$ cat config.mk
export PLATFORM = sky130hd
export DESIGN_NAME = i2c_bus_monitor_flat
export DESIGN_NICKNAME = d
export VERILOG_FILES = /design/src/rtl/i2c_bus_monitor_if.sv /design/src/rtl/i2c_bus_monitor.sv /design/src/flat_wrapper.sv
export SDC_FILE = /design/constraint.sdc
export NUM_CORES = 1
export LEC_CHECK = 0
export CORE_ASPECT_RATIO = 0.5
export CORE_MARGIN = 5
export CORE_UTILIZATION = 57
export DETAILED_ROUTE_END_ITERATION = 8
export GPL_TIMING_DRIVEN = 1
export PLACE_DENSITY = 0.72
export REMOVE_ABC_BUFFERS = 1
export SETUP_SLACK_MARGIN = 0.5
export SLEW_MARGIN = 15
export SYNTH_ARGS = -nofsm -noshare
export SYNTH_HDL_FRONTEND = slang
export SYNTH_SLANG_ARGS = --single-unit
$ cat constraint.sdc
create_clock -name clock -period 3.84 [get_ports clock]
set_clock_uncertainty 0.1 [all_clocks]
set_input_delay 0.768 -clock clock [delete_from_list [all_inputs] [get_ports clock]]
set_output_delay 0.768 -clock clock [all_outputs]
set_load 0.03 [all_outputs]
$ cat src/rtl/i2c_bus_monitor_if.sv
// Bundles the monitored I2C lines with the event-record valid/ready stream.
// The master side is the monitor; the slave side is the pads plus the event consumer.
interface i2c_bus_monitor_if;
    logic       scl_i;
    logic       sda_i;
    logic       evt_valid;
    logic       evt_ready;
    logic [2:0] evt_type;
    logic [7:0] evt_data;
    logic       evt_ack;

    modport master (
        input  scl_i, sda_i, evt_ready,
        output evt_valid, evt_type, evt_data, evt_ack
    );

    modport slave (
        output scl_i, sda_i, evt_ready,
        input  evt_valid, evt_type, evt_data, evt_ack
    );
endinterface

$ cat src/rtl/i2c_bus_monitor.sv
// Passive I2C monitor: synchronise and deglitch SCL/SDA, decode START/RSTART/BYTE/STOP/ERROR
// records and queue them in a first-word-fall-through FIFO.
module i2c_bus_monitor #(
    parameter int SYNC_LAT   = 2,
    parameter int FILTER_LEN = 3,
    parameter int FIFO_DEPTH = 8
) (
    input  logic                              clock,
    input  logic                              rst_n,
    input  logic                              enable,
    input  logic                              clr_ovf,
    i2c_bus_monitor_if.master                 bus,
    output logic                              bus_busy,
    output logic [$clog2(FIFO_DEPTH+1)-1:0]   fifo_level,
    output logic                              overflow
);
    localparam int FC_W  = (FILTER_LEN > 1) ? $clog2(FILTER_LEN) : 1;
    localparam int PTR_W = $clog2(FIFO_DEPTH);
    localparam int LVL_W = $clog2(FIFO_DEPTH + 1);

    localparam logic [2:0] EV_START  = 3'd1;
    localparam logic [2:0] EV_RSTART = 3'd2;
    localparam logic [2:0] EV_BYTE   = 3'd3;
    localparam logic [2:0] EV_STOP   = 3'd4;
    localparam logic [2:0] EV_ERROR  = 3'd5;

    typedef enum logic {IDLE, ACTIVE} state_t;

    // p0: synchronisers
    logic [SYNC_LAT-1:0] scl_sync_p0, sda_sync_p0;
    logic [1:0]          raw_p0;

    always_ff @(posedge clock or negedge rst_n) begin
        if (!rst_n) begin
            scl_sync_p0 <= '1;
            sda_sync_p0 <= '1;
        end else begin
            scl_sync_p0 <= {scl_sync_p0[SYNC_LAT-2:0], bus.scl_i};
            sda_sync_p0 <= {sda_sync_p0[SYNC_LAT-2:0], bus.sda_i};
        end
    end

    assign raw_p0 = {sda_sync_p0[SYNC_LAT-1], scl_sync_p0[SYNC_LAT-1]};

    // p1/p2: glitch filter (index 0 = SCL, 1 = SDA) and its one-cycle-delayed copy
    logic [1:0]      filt_p1, filt_p2;
    logic [FC_W-1:0] fcnt_p1 [2];

    always_ff @(posedge clock or negedge rst_n) begin
        if (!rst_n) begin
            filt_p1    <= '1;
            filt_p2    <= '1;
            fcnt_p1[0] <= '0;
            fcnt_p1[1] <= '0;
        end else begin
            filt_p2 <= filt_p1;
            for (int i = 0; i < 2; i++) begin
                if (raw_p0[i] == filt_p1[i]) begin
                    fcnt_p1[i] <= '0;
                end else if (fcnt_p1[i] == FC_W'(FILTER_LEN - 1)) begin
                    filt_p1[i] <= raw_p0[i];
                    fcnt_p1[i] <= '0;
                end else begin
                    fcnt_p1[i] <= fcnt_p1[i] + FC_W'(1);
                end
            end
        end
    end

    // p3: bus conditions; an SCL rise masks any simultaneous SDA change
    logic scl_hold, start_c, stop_c, bit_c;
    logic bit_p3, start_p3, stop_p3, sda_p3;

    assign scl_hold = filt_p1[0] & filt_p2[0];
    assign bit_c    = filt_p1[0] & ~filt_p2[0];
    assign start_c  = scl_hold & filt_p2[1] & ~filt_p1[1];
    assign stop_c   = scl_hold & ~filt_p2[1] & filt_p1[1];

    always_ff @(posedge clock or negedge rst_n) begin
        if (!rst_n) begin
            bit_p3   <= 1'b0;
            start_p3 <= 1'b0;
            stop_p3  <= 1'b0;
            sda_p3   <= 1'b1;
        end else begin
            bit_p3   <= bit_c;
            start_p3 <= start_c;
            stop_p3  <= stop_c;
            sda_p3   <= filt_p1[1];
        end
    end

    // Decoder FSM
    state_t      state, state_nxt;
    logic [3:0]  cnt, cnt_nxt;
    logic [7:0]  shreg, shreg_nxt;
    logic        push;
    logic [11:0] push_rec;

    always_ff @(posedge clock or negedge rst_n) begin
        if (!rst_n) begin
            state <= IDLE;
            cnt   <= '0;
            shreg <= '0;
        end else begin
            state <= state_nxt;
            cnt   <= cnt_nxt;
            shreg <= shreg_nxt;
        end
    end

    always_comb begin
        state_nxt = state;
        cnt_nxt   = cnt;
        shreg_nxt = shreg;
        if (!enable) begin
            state_nxt = IDLE;
            cnt_nxt   = '0;
        end else begin
            case (state)
                IDLE: begin
                    if (start_p3) begin
                        state_nxt = ACTIVE;
                        cnt_nxt   = '0;
                    end
                end
                ACTIVE: begin
                    if (bit_p3) begin
                        if (cnt == 4'd8) begin
                            cnt_nxt = '0;
                        end else begin
                            shreg_nxt = {shreg[6:0], sda_p3};
                            cnt_nxt   = cnt + 4'd1;
                        end
                    end else if (start_p3) begin
                        cnt_nxt = '0;
                    end else if (stop_p3) begin
                        state_nxt = IDLE;
                        cnt_nxt   = '0;
                    end
                end
                default: state_nxt = IDLE;
            endcase
        end
    end

    // Record layout: {type[2:0], data[7:0], ack}
    always_comb begin
        push     = 1'b0;
        push_rec = '0;
        if (enable && state == ACTIVE) begin
            if (bit_p3 && cnt == 4'd8) begin
                push     = 1'b1;
                push_rec = {EV_BYTE, shreg, ~sda_p3};
            end else if (start_p3 || stop_p3) begin
                push = 1'b1;
                if (cnt != 4'd0)
                    push_rec = {EV_ERROR, 4'd0, cnt, 1'b0};
                else
                    push_rec = {start_p3 ? EV_RSTART : EV_STOP, 8'd0, 1'b0};
            end
        end else if (enable && start_p3) begin
            push     = 1'b1;
            push_rec = {EV_START, 8'd0, 1'b0};
        end
    end

    assign bus_busy = (state == ACTIVE);

    // p4: registered push feeding the FIFO
    logic        push_vld_p4;
    logic [11:0] push_rec_p4;

    always_ff @(posedge clock or negedge rst_n) begin
        if (!rst_n) begin
            push_vld_p4 <= 1'b0;
            push_rec_p4 <= '0;
        end else begin
            push_vld_p4 <= push;
            push_rec_p4 <= push_rec;
        end
    end

    // Event FIFO; a push into a full FIFO is accepted when the head is popped the same cycle
    logic [11:0]      mem [FIFO_DEPTH];
    logic [PTR_W-1:0] wr_ptr, rd_ptr;
    logic [LVL_W-1:0] level;
    logic             valid, full, pop, wr_ok;

    assign valid = (level != '0);
    assign full  = (level == LVL_W'(FIFO_DEPTH));
    assign pop   = valid & bus.evt_ready;
    assign wr_ok = push_vld_p4 & (~full | pop);

    always_ff @(posedge clock) begin
        if (wr_ok)
            mem[wr_ptr] <= push_rec_p4;
    end

    always_ff @(posedge clock or negedge rst_n) begin
        if (!rst_n) begin
            wr_ptr   <= '0;
            rd_ptr   <= '0;
            level    <= '0;
            overflow <= 1'b0;
        end else begin
            if (wr_ok)
                wr_ptr <= wr_ptr + PTR_W'(1);
            if (pop)
                rd_ptr <= rd_ptr + PTR_W'(1);
            case ({wr_ok, pop})
                2'b10:   level <= level + LVL_W'(1);
                2'b01:   level <= level - LVL_W'(1);
                default: level <= level;
            endcase
            if (push_vld_p4 & full & ~pop)
                overflow <= 1'b1;
            else if (clr_ovf)
                overflow <= 1'b0;
        end
    end

    assign fifo_level    = level;
    assign bus.evt_valid = valid;
    assign {bus.evt_type, bus.evt_data, bus.evt_ack} = valid ? mem[rd_ptr] : 12'd0;
endmodule

$ cat src/flat_wrapper.sv
// flat-port wrapper written by rule: the top's interface ports become plain ports
module i2c_bus_monitor_flat 
#(
    parameter int SYNC_LAT   = 2,
    parameter int FILTER_LEN = 3,
    parameter int FIFO_DEPTH = 8
)
  (clock, rst_n, enable, clr_ovf, bus_busy, fifo_level, overflow, bus_scl_i, bus_sda_i, bus_evt_ready, bus_evt_valid, bus_evt_type, bus_evt_data, bus_evt_ack);
  i2c_bus_monitor_if bus_i ();
  input  logic clock;
  input  logic rst_n;
  input  logic enable;
  input  logic clr_ovf;
  output logic bus_busy;
  output logic [$clog2(FIFO_DEPTH+1)-1:0] fifo_level;
  output logic overflow;
  input wire logic [$bits(bus_i.scl_i)-1:0] bus_scl_i;
  input wire logic [$bits(bus_i.sda_i)-1:0] bus_sda_i;
  input wire logic [$bits(bus_i.evt_ready)-1:0] bus_evt_ready;
  output wire logic [$bits(bus_i.evt_valid)-1:0] bus_evt_valid;
  output wire logic [$bits(bus_i.evt_type)-1:0] bus_evt_type;
  output wire logic [$bits(bus_i.evt_data)-1:0] bus_evt_data;
  output wire logic [$bits(bus_i.evt_ack)-1:0] bus_evt_ack;
  assign bus_i.scl_i = bus_scl_i;
  assign bus_i.sda_i = bus_sda_i;
  assign bus_i.evt_ready = bus_evt_ready;
  assign bus_evt_valid = bus_i.evt_valid;
  assign bus_evt_type = bus_i.evt_type;
  assign bus_evt_data = bus_i.evt_data;
  assign bus_evt_ack = bus_i.evt_ack;
  i2c_bus_monitor #(.SYNC_LAT(SYNC_LAT), .FILTER_LEN(FILTER_LEN), .FIFO_DEPTH(FIFO_DEPTH)) u_core (.clock(clock), .rst_n(rst_n), .enable(enable), .clr_ovf(clr_ovf), .bus(bus_i), .bus_busy(bus_busy), .fifo_level(fifo_level), .overflow(overflow));
endmodule
Word-level counts from Yosys, hierarchy flattened

Memories as Yosys holds them, arrays and structs flattened.
Index checks and enable logic that the tools add are counted.

Register bits: 53
RAM bits: 96
Input bits: 7
Word-level logic and storage cells: 104
Memories: 1

Add/sub/neg operators: 7
Eq/ne operators: 10
Multiplexer cells: 33
Bitwise gates (word level): 21
Reduce and logical (&&, ||, !) cells: 12

Memories:

| name       | words | bits a word | read ports | clocked after Yosys merged registers in | wr ports | line                   | source |
|---|---|---|---|---|---|---|---|
| u_core.mem | 8     | 12          | 1          | 0                                       | 1        | i2c_bus_monitor.sv:185 | `logic [11:0] mem [FIFO_DEPTH];` |

Operator list:

| kind                | count |
|---|---|
| $mux 12             | 5 |
| $mux 4              | 6 |
| $pmux 4 s2          | 2 |
| $mux 1              | 13 |
| $and 1x1->1         | 10 |
| $mux 10             | 1 |
| $not 1->1           | 10 |
| $add 4x1->4 const B | 2 |
| $eq 4x4->1 const B  | 2 |
| $mux 2              | 4 |
| $reduce_bool 4->1   | 2 |
| $add 3x1->3 const B | 2 |
| $eq 2x2->1 const B  | 3 |
| $reduce_and 2->1    | 3 |
| $ne 5x2->1 const B  | 1 |
| $add 2x1->2 const B | 2 |
| $reduce_and 4->1    | 1 |
| $reduce_bool 2->1   | 2 |
| $sub 4x1->4 const B | 1 |
| $logic_and 1x1->1   | 3 |
| $mux 3              | 1 |
| $ne 3x2->1 const B  | 1 |
| $eq 1x1->1          | 2 |
| $eq 2x1->1 const B  | 1 |
| other kinds (3)     | 3 |

Depth between registers and ports, before layout

Gate-level depths: netlist of run 1.

Depth after elaboration: 6
Gate-level depth with buffers: 8
Gate-level depth less buffers: 7

Worst setup path before layout of run 1

OpenSTA, ideal clock, no wires.

Path type: register to register
From: register u_core.level[0], in the netlist u_core.fifo_level[0]
To: memory u_core.mem[0][0] (enable)
Library setup time: 0.396 ns
Arrival: 2.160 ns
Slack: 1.184 ns
Cell stages (with the launch flop): 5
Buffers on the path: 0
Cells stage by stage: dfrtp_1 or3_4 o31a_4 or2b_1 nor3_1

Word-level cells in the longest chain between the ends: 6
Elaborated cells between the ends (all ways): 8
Those cells by class: eq/ne (1); mux (2); bitwise (4); reduce/logical (1)

Ends and longest elaborated chain:

| element                                                | line                                           | source |
|---|---|---|
| start, declared                                        | i2c_bus_monitor.sv:187                         | `logic [LVL_W-1:0] level;` |
| start signal, assigned                                 | i2c_bus_monitor.sv:212                         | `2'b10: level <= level + LVL_W'(1);` |
| start signal, assigned                                 | i2c_bus_monitor.sv:213                         | `2'b01: level <= level - LVL_W'(1);` |
| start signal, assigned                                 | i2c_bus_monitor.sv:214                         | `default: level <= level;` |
| $reduce_bool 4->1 / $eq 4x4->1 (equally long branches) | i2c_bus_monitor.sv:190, i2c_bus_monitor.sv:191 |  |
| $and 1x1->1 / $not 1->1 (equally long branches)        | i2c_bus_monitor.sv:192, i2c_bus_monitor.sv:193 |  |
| $or 1x1->1 *                                           | i2c_bus_monitor.sv:193                         | `assign wr_ok = push_vld_p4 & (~full \| pop);` |
| $and 1x1->1 *                                          | i2c_bus_monitor.sv:193                         |  |
| $mux 1 *                                               | i2c_bus_monitor.sv:196                         | `if (wr_ok)` |
| $mux 1 (implied by the code) *                         | i2c_bus_monitor.sv:197                         | `mem[wr_ptr] <= push_rec_p4;` |
| end, declared                                          | i2c_bus_monitor.sv:185                         |  |

Mark *: on every way between the ends. The rest lies on a longest branch, timed or not.

Worst setup path in the final report of run 1

From: register u_core.rd_ptr[0]
To: output bus_evt_data[6]

Word-level cells in the longest chain between the ends: 2

Ends and longest elaborated chain:

| element                | line                   | source |
|---|---|---|
| start, declared        | i2c_bus_monitor.sv:186 | `logic [PTR_W-1:0] wr_ptr, rd_ptr;` |
| start signal, assigned | i2c_bus_monitor.sv:210 | `rd_ptr <= rd_ptr + PTR_W'(1);` |
| $mem_v2 8x12           | n/a                    |  |
| $mux 12                | i2c_bus_monitor.sv:225 | `assign {bus.evt_type, bus.evt_data, bus.evt_ack} = valid ? mem[rd_ptr] : 12'd0;` |
| end, declared          | flat_wrapper.sv:22     | `output wire logic [$bits(bus_i.evt_data)-1:0] bus_evt_data;` |

Every way passes these cells.

==> run metrics, run 1 <==
Clock Tree Root=clkbuf_16; P&R area growth vs syn=18.1%; Max Slew Vio Count=0; Hold WC Path Type=reg -> reg; Startpoint Class=flip-flop; total global-route track usage=18.3%; outcome=complete, no violations; final net count=~400; RSZ-0062 raised after global routing=no; RePlAce Congestion=0.801; Critical Path Max Stage Delay=0.59 ns; vias in the first global route=3128; Slew HR=30.5%; clk buf depth=2; CTS tree=built; met2 usage=30.0%; Area contributors post-synth=edfxtp_1 49%, dfrtp_1 19%, mux4_2 9.2%; most used flip-flop cell after synthesis=edfxtp_1; PortBufs=25; GR Overflow Total=0; DIE AREA=12500 um2; Mean Syn Cell Area=17.3 um2; H-Tree Depth=4; Seq/Total Area, Yosys=71.7%; Mapped Cells=approximately 340; CP Data Required Time=2.97 ns; drt first pass iters=4; first-pass GRT wire length=16800 um; Initial DRC Count=165; EDFF count, synth=96; Synth async-reset ratio=35.1%; most frequent cells after synthesis=96 x edfxtp_1, 44 x dfrtp_1, 25 x nor2_1; Clock transition at path regs=0.06 ns; CTS Buf Count=17; met3 Resource Use GR=5.79%; DR vias=about 3000; Horiz. Die Dim=153 um; met1 GRT Util=around a quarter; share of layout cells above drive strength 1=22.9%; Ports=26; most frequent cell after synthesis=edfxtp_1; setup TNS=0 ns; post-synth cell types=45; crit path kind=reg -> out; Crit-path slowest cell=clkdlybuf4s50_1; Hold Violations, Final=0; Synth top area share=between 40% and 50%; Tmin final=3.22 ns; layer with the highest usage=met2; Peak VDD IR=381 uV; Inst Count DP=between 500 and 600; core area=10100 um2; Worst-Margin Slew=1.04 ns; Peak Freq=311 MHz; number of clock sinks=148; Vias/cell=5.56; PwrDens=718 nW/um2; Mapped Area=between 5000 and 6000 um2; Post-DRT Antenna Nets=0; Die Y=81.7 um; HPWL after detailed placement=6230 um; Arrival @ worst endpoint=2.35 ns; WL final=about 11000 um; CP Max Fanout=12; antenna cell count=0; Final period util=83.7%; largest net degree at the start of global routing=50; DRC errors left=0; maxcap violations=0; critical path endpoint category=primary output; Worst-Skew Late Latency=0.41 ns; number of synthesized register bits=148; WL/cell=19.9 um; Non-Filler Instances=537; FP Rows=26; CP cell instances=buf_12 > mux4_2 > mux2i_1 > nor2_1 > clkdlybuf4s50_1; setup violators final=0; Initial Utilization=57.9%; largest area contributor in the netlist=edfxtp_1; initial antenna violation count=0; warnings from Yosys=0; P_leak=approximately 0.0026 uW
cell families after synthesis:
family | synth area share, %
AO/OA/AOI/OAI | 3.57
XOR/XNOR | 1.20
adder cells (fa/ha/maj) | 1.07
buffers and inverters | 1.77
flip-flops | 71.7
multiplexers | 14.0
AND/OR/NAND/NOR | 6.71
worst paths after layout:
check	startpoint	endpoint	slack (ns)	cells past startpoint
max in group asynchronous	rst_n	u_core.scl_sync_p0[0]	2.78	2
worst min-delay path	u_core.sda_sync_p0[0]	u_core.sda_sync_p0[1]	0.25	0
min in group asynchronous	rst_n	u_core.fcnt_p1[3]	0.26	1
worst max-delay path	u_core.rd_ptr[0]	bus_evt_data[6]	0.62	5
worst min register to register	u_core.sda_sync_p0[0]	u_core.sda_sync_p0[1]	0.25	0
worst max register to register	u_core.cnt[0]	u_core.shreg[3]	1.54	5
registers in the layout (all words and copies together) (netlist names):
name	count
u_core.fifo_level	4
u_core.mem	96
u_core.overflow	1
u_core.scl_sync_p0	2
u_core.fcnt_p1	4
u_core.wr_ptr	3
u_core.stop_p3	1
u_core.start_p3	1
u_core.bit_p3	1
u_core.shreg	8
u_core.push_rec_p4	12
u_core.filt_p1	2
u_core.cnt	4
u_core.sda_sync_p0	2
u_core.filt_p2	2
u_core.bus_busy	1
u_core.push_vld_p4	1
u_core.rd_ptr	3
cell usage in the layout, fill, tap and decap left out, types with 6 or more instances in the layout:
master | Yosys | layout
and2_1 | 6 | 6
dfrtp_1 | 44 | 43
mux4_2 | 24 | 24
clkdlybuf4s50_1 | 0 | 13
o21ai_0 | 9 | 9
dfstp_2 | 8 | 8
dlygate4sd2_1 | 0 | 9
buf_4 | 2 | 12
clkbuf_16 | 0 | 19
mux2_2 | 12 | 12
nand2b_1 | 6 | 6
inv_1 | 10 | 10
nor3_1 | 7 | 7
edfxtp_1 | 96 | 96
nor2_1 | 25 | 25
nand2_1 | 14 | 14
mux2i_1 | 13 | 13
area by class of cell:
class,count,area [um2]
Tap cell,140,175
Timing Repair Buffer,38,369
Clock inverter,9,101
Fill cell,679,3200
Multi-Input combinational cell,169,1560
Inverter,10,37.5
Clock buffer,23,479
Sequential cell,148,4200
critical path: cells and delay by family (launching register included):
kind                   cells  cell delay [ns]
buffers and inverters      2             0.78
flip-flops                 1             0.46
multiplexers               2             0.64
AND/OR/NAND/NOR            1             0.06
where the power goes:
part	switching (uW)	internal (uW)	total, uW	leakage [uW]
Sequential	189	1830	2020	0.00155
Clock	583	1010	1590	0.000286
Combinational	717	639	1360	0.000773
Total	1490	3480	4970	0.00260
metrics by stage:
stage | util (%) | hold WS [ns] | total power (uW) | worst slack [ns] | area, um2
2_1_floorplan | - | 0.245 | 2930 | 0.925 | 5790
3_3_place_gp | 62.2 | 0.249 | 3370 | 0.755 | 6300
3_5_place_dp | 62.2 | 0.250 | 3420 | 0.726 | 6300
4_1_cts | 68.0 | 0.251 | 4980 | 0.510 | 6880
5_1_grt | 68.3 | 0.253 | 5210 | 0.523 | 6910
6_report | 68.3 | 0.250 | 4970 | 0.624 | 6910
routing by layer:
layer,share of wire (%),wire length (um),vias up
li1,-,-,1378
met1,43,4610,1511
met2,48,5150,88
met3,7.5,797,11
met4,0.91,97,0
met5,0,0,-
repair_timing:
action / in CTS / in global routing
cloned: 0 / 1
hold buffers: 0 / 0
setup endpoints to repair: 12 / 3
resized for setup: 12 / 3
pin swaps: 0 / 0
setup buffers: 0 / 0
No activity file was read; power rests on OpenSTA's default activity.
==> run 2: changes to the inputs <==
- CORE_UTILIZATION: 57 -> 54
- PLACE_DENSITY: 0.72 -> 0.71
- clock period: 3.84 -> 2.9 ns (I/O delays scaled with it)
==> run metrics, run 2 (synthesized netlist as in run 1, its figures left out) <==
Logic pwr share=33.7%; Clock Tree Root=clkbuf_16; P&R area growth vs syn=23.4%; outcome=complete, no violations; Initial Utilization=56.4%; FP Rows=26; Arrival @ worst endpoint=roughly 2.1 ns; Worst-Skew Late Latency=between 0.4 and 0.5 ns; RePlAce Congestion=0.791; clk buf depth=2; Final period util=94.9%; CTS Buf Count=17; critical path endpoint category=primary output; Clock Power Share=29.8%; Vias/cell=5.67; Slew HR=57.3%; P_leak=0.00274 uW; vias in the first global route=3350; Largest Register=u_core.mem; Worst-Margin Slew=0.641 ns; met2 usage=30.2%; DR vias=approximately 3200; top flop regs=u_core.mem: 96 flops, u_core.push_rec_p4: 12 flops, u_core.shreg: 8 flops; Die Y=~84 um; Hold Violations, Final=0; Peak Freq=364 MHz; PortBufs=25; layout filler cell count=646; Tmin final=2.75 ns; antenna cell count=0; initial antenna violation count=0; HPWL after detailed placement=6880 um; most common cell after layout, fill and taps aside=edfxtp_1; Startpoint Class=flip-flop; CP Max Fanout=5; Crit-path slowest cell=mux4_2; maxcap violations=0; final net count=424; worst path buffer plus inverter count=3; number of clock sinks=148; Hold WC Path Type=in -> async; max FFs per register=96; Initial DRC Count=231; CTS Hold Buffers Added=0; Post-DRT Antenna Nets=0; DRC errors left=0; setup violators final=0; RR Startpoint=u_core.fifo_level[2]; most frequent cells in the layout=96 x edfxtp_1, 40 x dfrtp_1, 39 x buf_4; Critical path origin=u_core.rd_ptr[0]; Top delay family on crit path=multiplexers; DIE AREA=13100 um2; sequential share of power=36.5%; setup TNS=0 ns; Max Slew Vio Count=0; crit path kind=reg -> out; met3 Resource Use GR=5.02%; WL final=11600 um; switching share of power=30.7%; Horiz. Die Dim=between 150 and 200 um; Net Sw Power=2190 uW; CP Data Required Time=2.22 ns; CP cell instances=buf_12 > buf_16 > mux4_2 > mux2i_1 > nor2_1 > buf_4; PwrDens=between 900 and 1000 nW/um2; drt first pass iters=5; Int Power=4950 uW; Peak VDD IR=roughly 500 uV; RSZ-0062 raised after global routing=yes; layer with the highest usage=met2; Clock transition at path regs=0.06 ns; met1 GRT Util=between 20 and 30%; first-pass GRT wire length=between 15000 and 20000 um; Critical Path Max Stage Delay=0.54 ns; share of layout cells above drive strength 1=32.7%; core area=10400 um2; Ports=26; total global-route track usage=a little under a fifth; total power draw=7150 uW; H-Tree Depth=4; WL/cell=around 21 um; CTS tree=built; largest net degree at the start of global routing=53; GR Overflow Total=0
==> run 2: cell count changes in the layout (fill, tap and decap cells not counted), sizes merged <==
cell / previous run / this run
inv: 10 / 13
clkinvlp: 1 / 4
dlymetal6s2s: 2 / 0
dlygate4sd2: 9 / 0
clkdlybuf4s50: 13 / 11
clkbuf: 24 / 17
buf: 13 / 55
==> run 2: metal layers <==
layer	up-vias	wire length [um]
met5	-	0
met4	0	59
met3	6	651
met2	108	5940
met1	1649	4970
li1	1438	-
==> run 2: layout make-up <==
class / instances / area [um2] / share of cell area [%]
Multi-Input combinational cell: 169 / 1560 / 21.6
Clock inverter: 15 / 156 / 2.17
Clock buffer: 17 / 425 / 5.89
Sequential cell: 148 / 4200 / 58.1
Inverter: 10 / 37.5 / 0.520
Tap cell: 140 / 175 / 2.43
Timing Repair Buffer: 66 / 669 / 9.27
==> run 2: path summary, 6_finish.rpt <==
kind	to	slack (ns)	depth (start not counted)
max	bus_evt_ack	0.15	6
max reg2reg	u_core.fifo_level[2]	0.56	7
min	u_core.fcnt_p1[2]	0.18	2
min reg2reg	u_core.sda_sync_p0[1]	0.26	0
min in group clock	u_core.sda_sync_p0[1]	0.26	0
max in group asynchronous	u_core.rd_ptr[0]	2.06	2
==> run 2: power by group through the flow <==
stage / clock network [uW] / logic [uW] / registers (uW)
2_1_floorplan: 0 / 1090 / 2800
3_3_place_gp: 0 / 1940 / 2640
3_5_place_dp: 0 / 1980 / 2660
4_1_cts: 2160 / 2290 / 2620
5_1_grt: 2260 / 2570 / 2630
6_report: 2130 / 2410 / 2600
==> run 2: stage by stage <==
step                hold slack (ns)  util [%]  std cells  cell area [um2]  setup slack [ns]
finish                        0.180      69.6        565             7220             0.149
global route                  0.248      69.6        565             7220             0.114
CTS                           0.190      68.8        556             7140             0.121
detailed placement            0.248      61.3        508             6360             0.214
global placement              0.248      61.3        508             6360             0.267
floorplan                     0.184         -        327             5790             0.173
==> run 2: worst register-to-register path: stages (launching register included) <==
cell	delay, ns
dfrtp_2	0.45
nor4_4	0.34
buf_4	0.18
nor3_1	0.05
a21o_1	0.16
ha_1	0.20
or4_1	0.53
a32o_1	0.22
==> run 2: timing repair <==
action	4_1_cts	5_1_grt
cloned	1	0
pin swaps	6	10
endpoints found under the setup margin	14	23
setup buffers	15	9
resized for setup	79	13
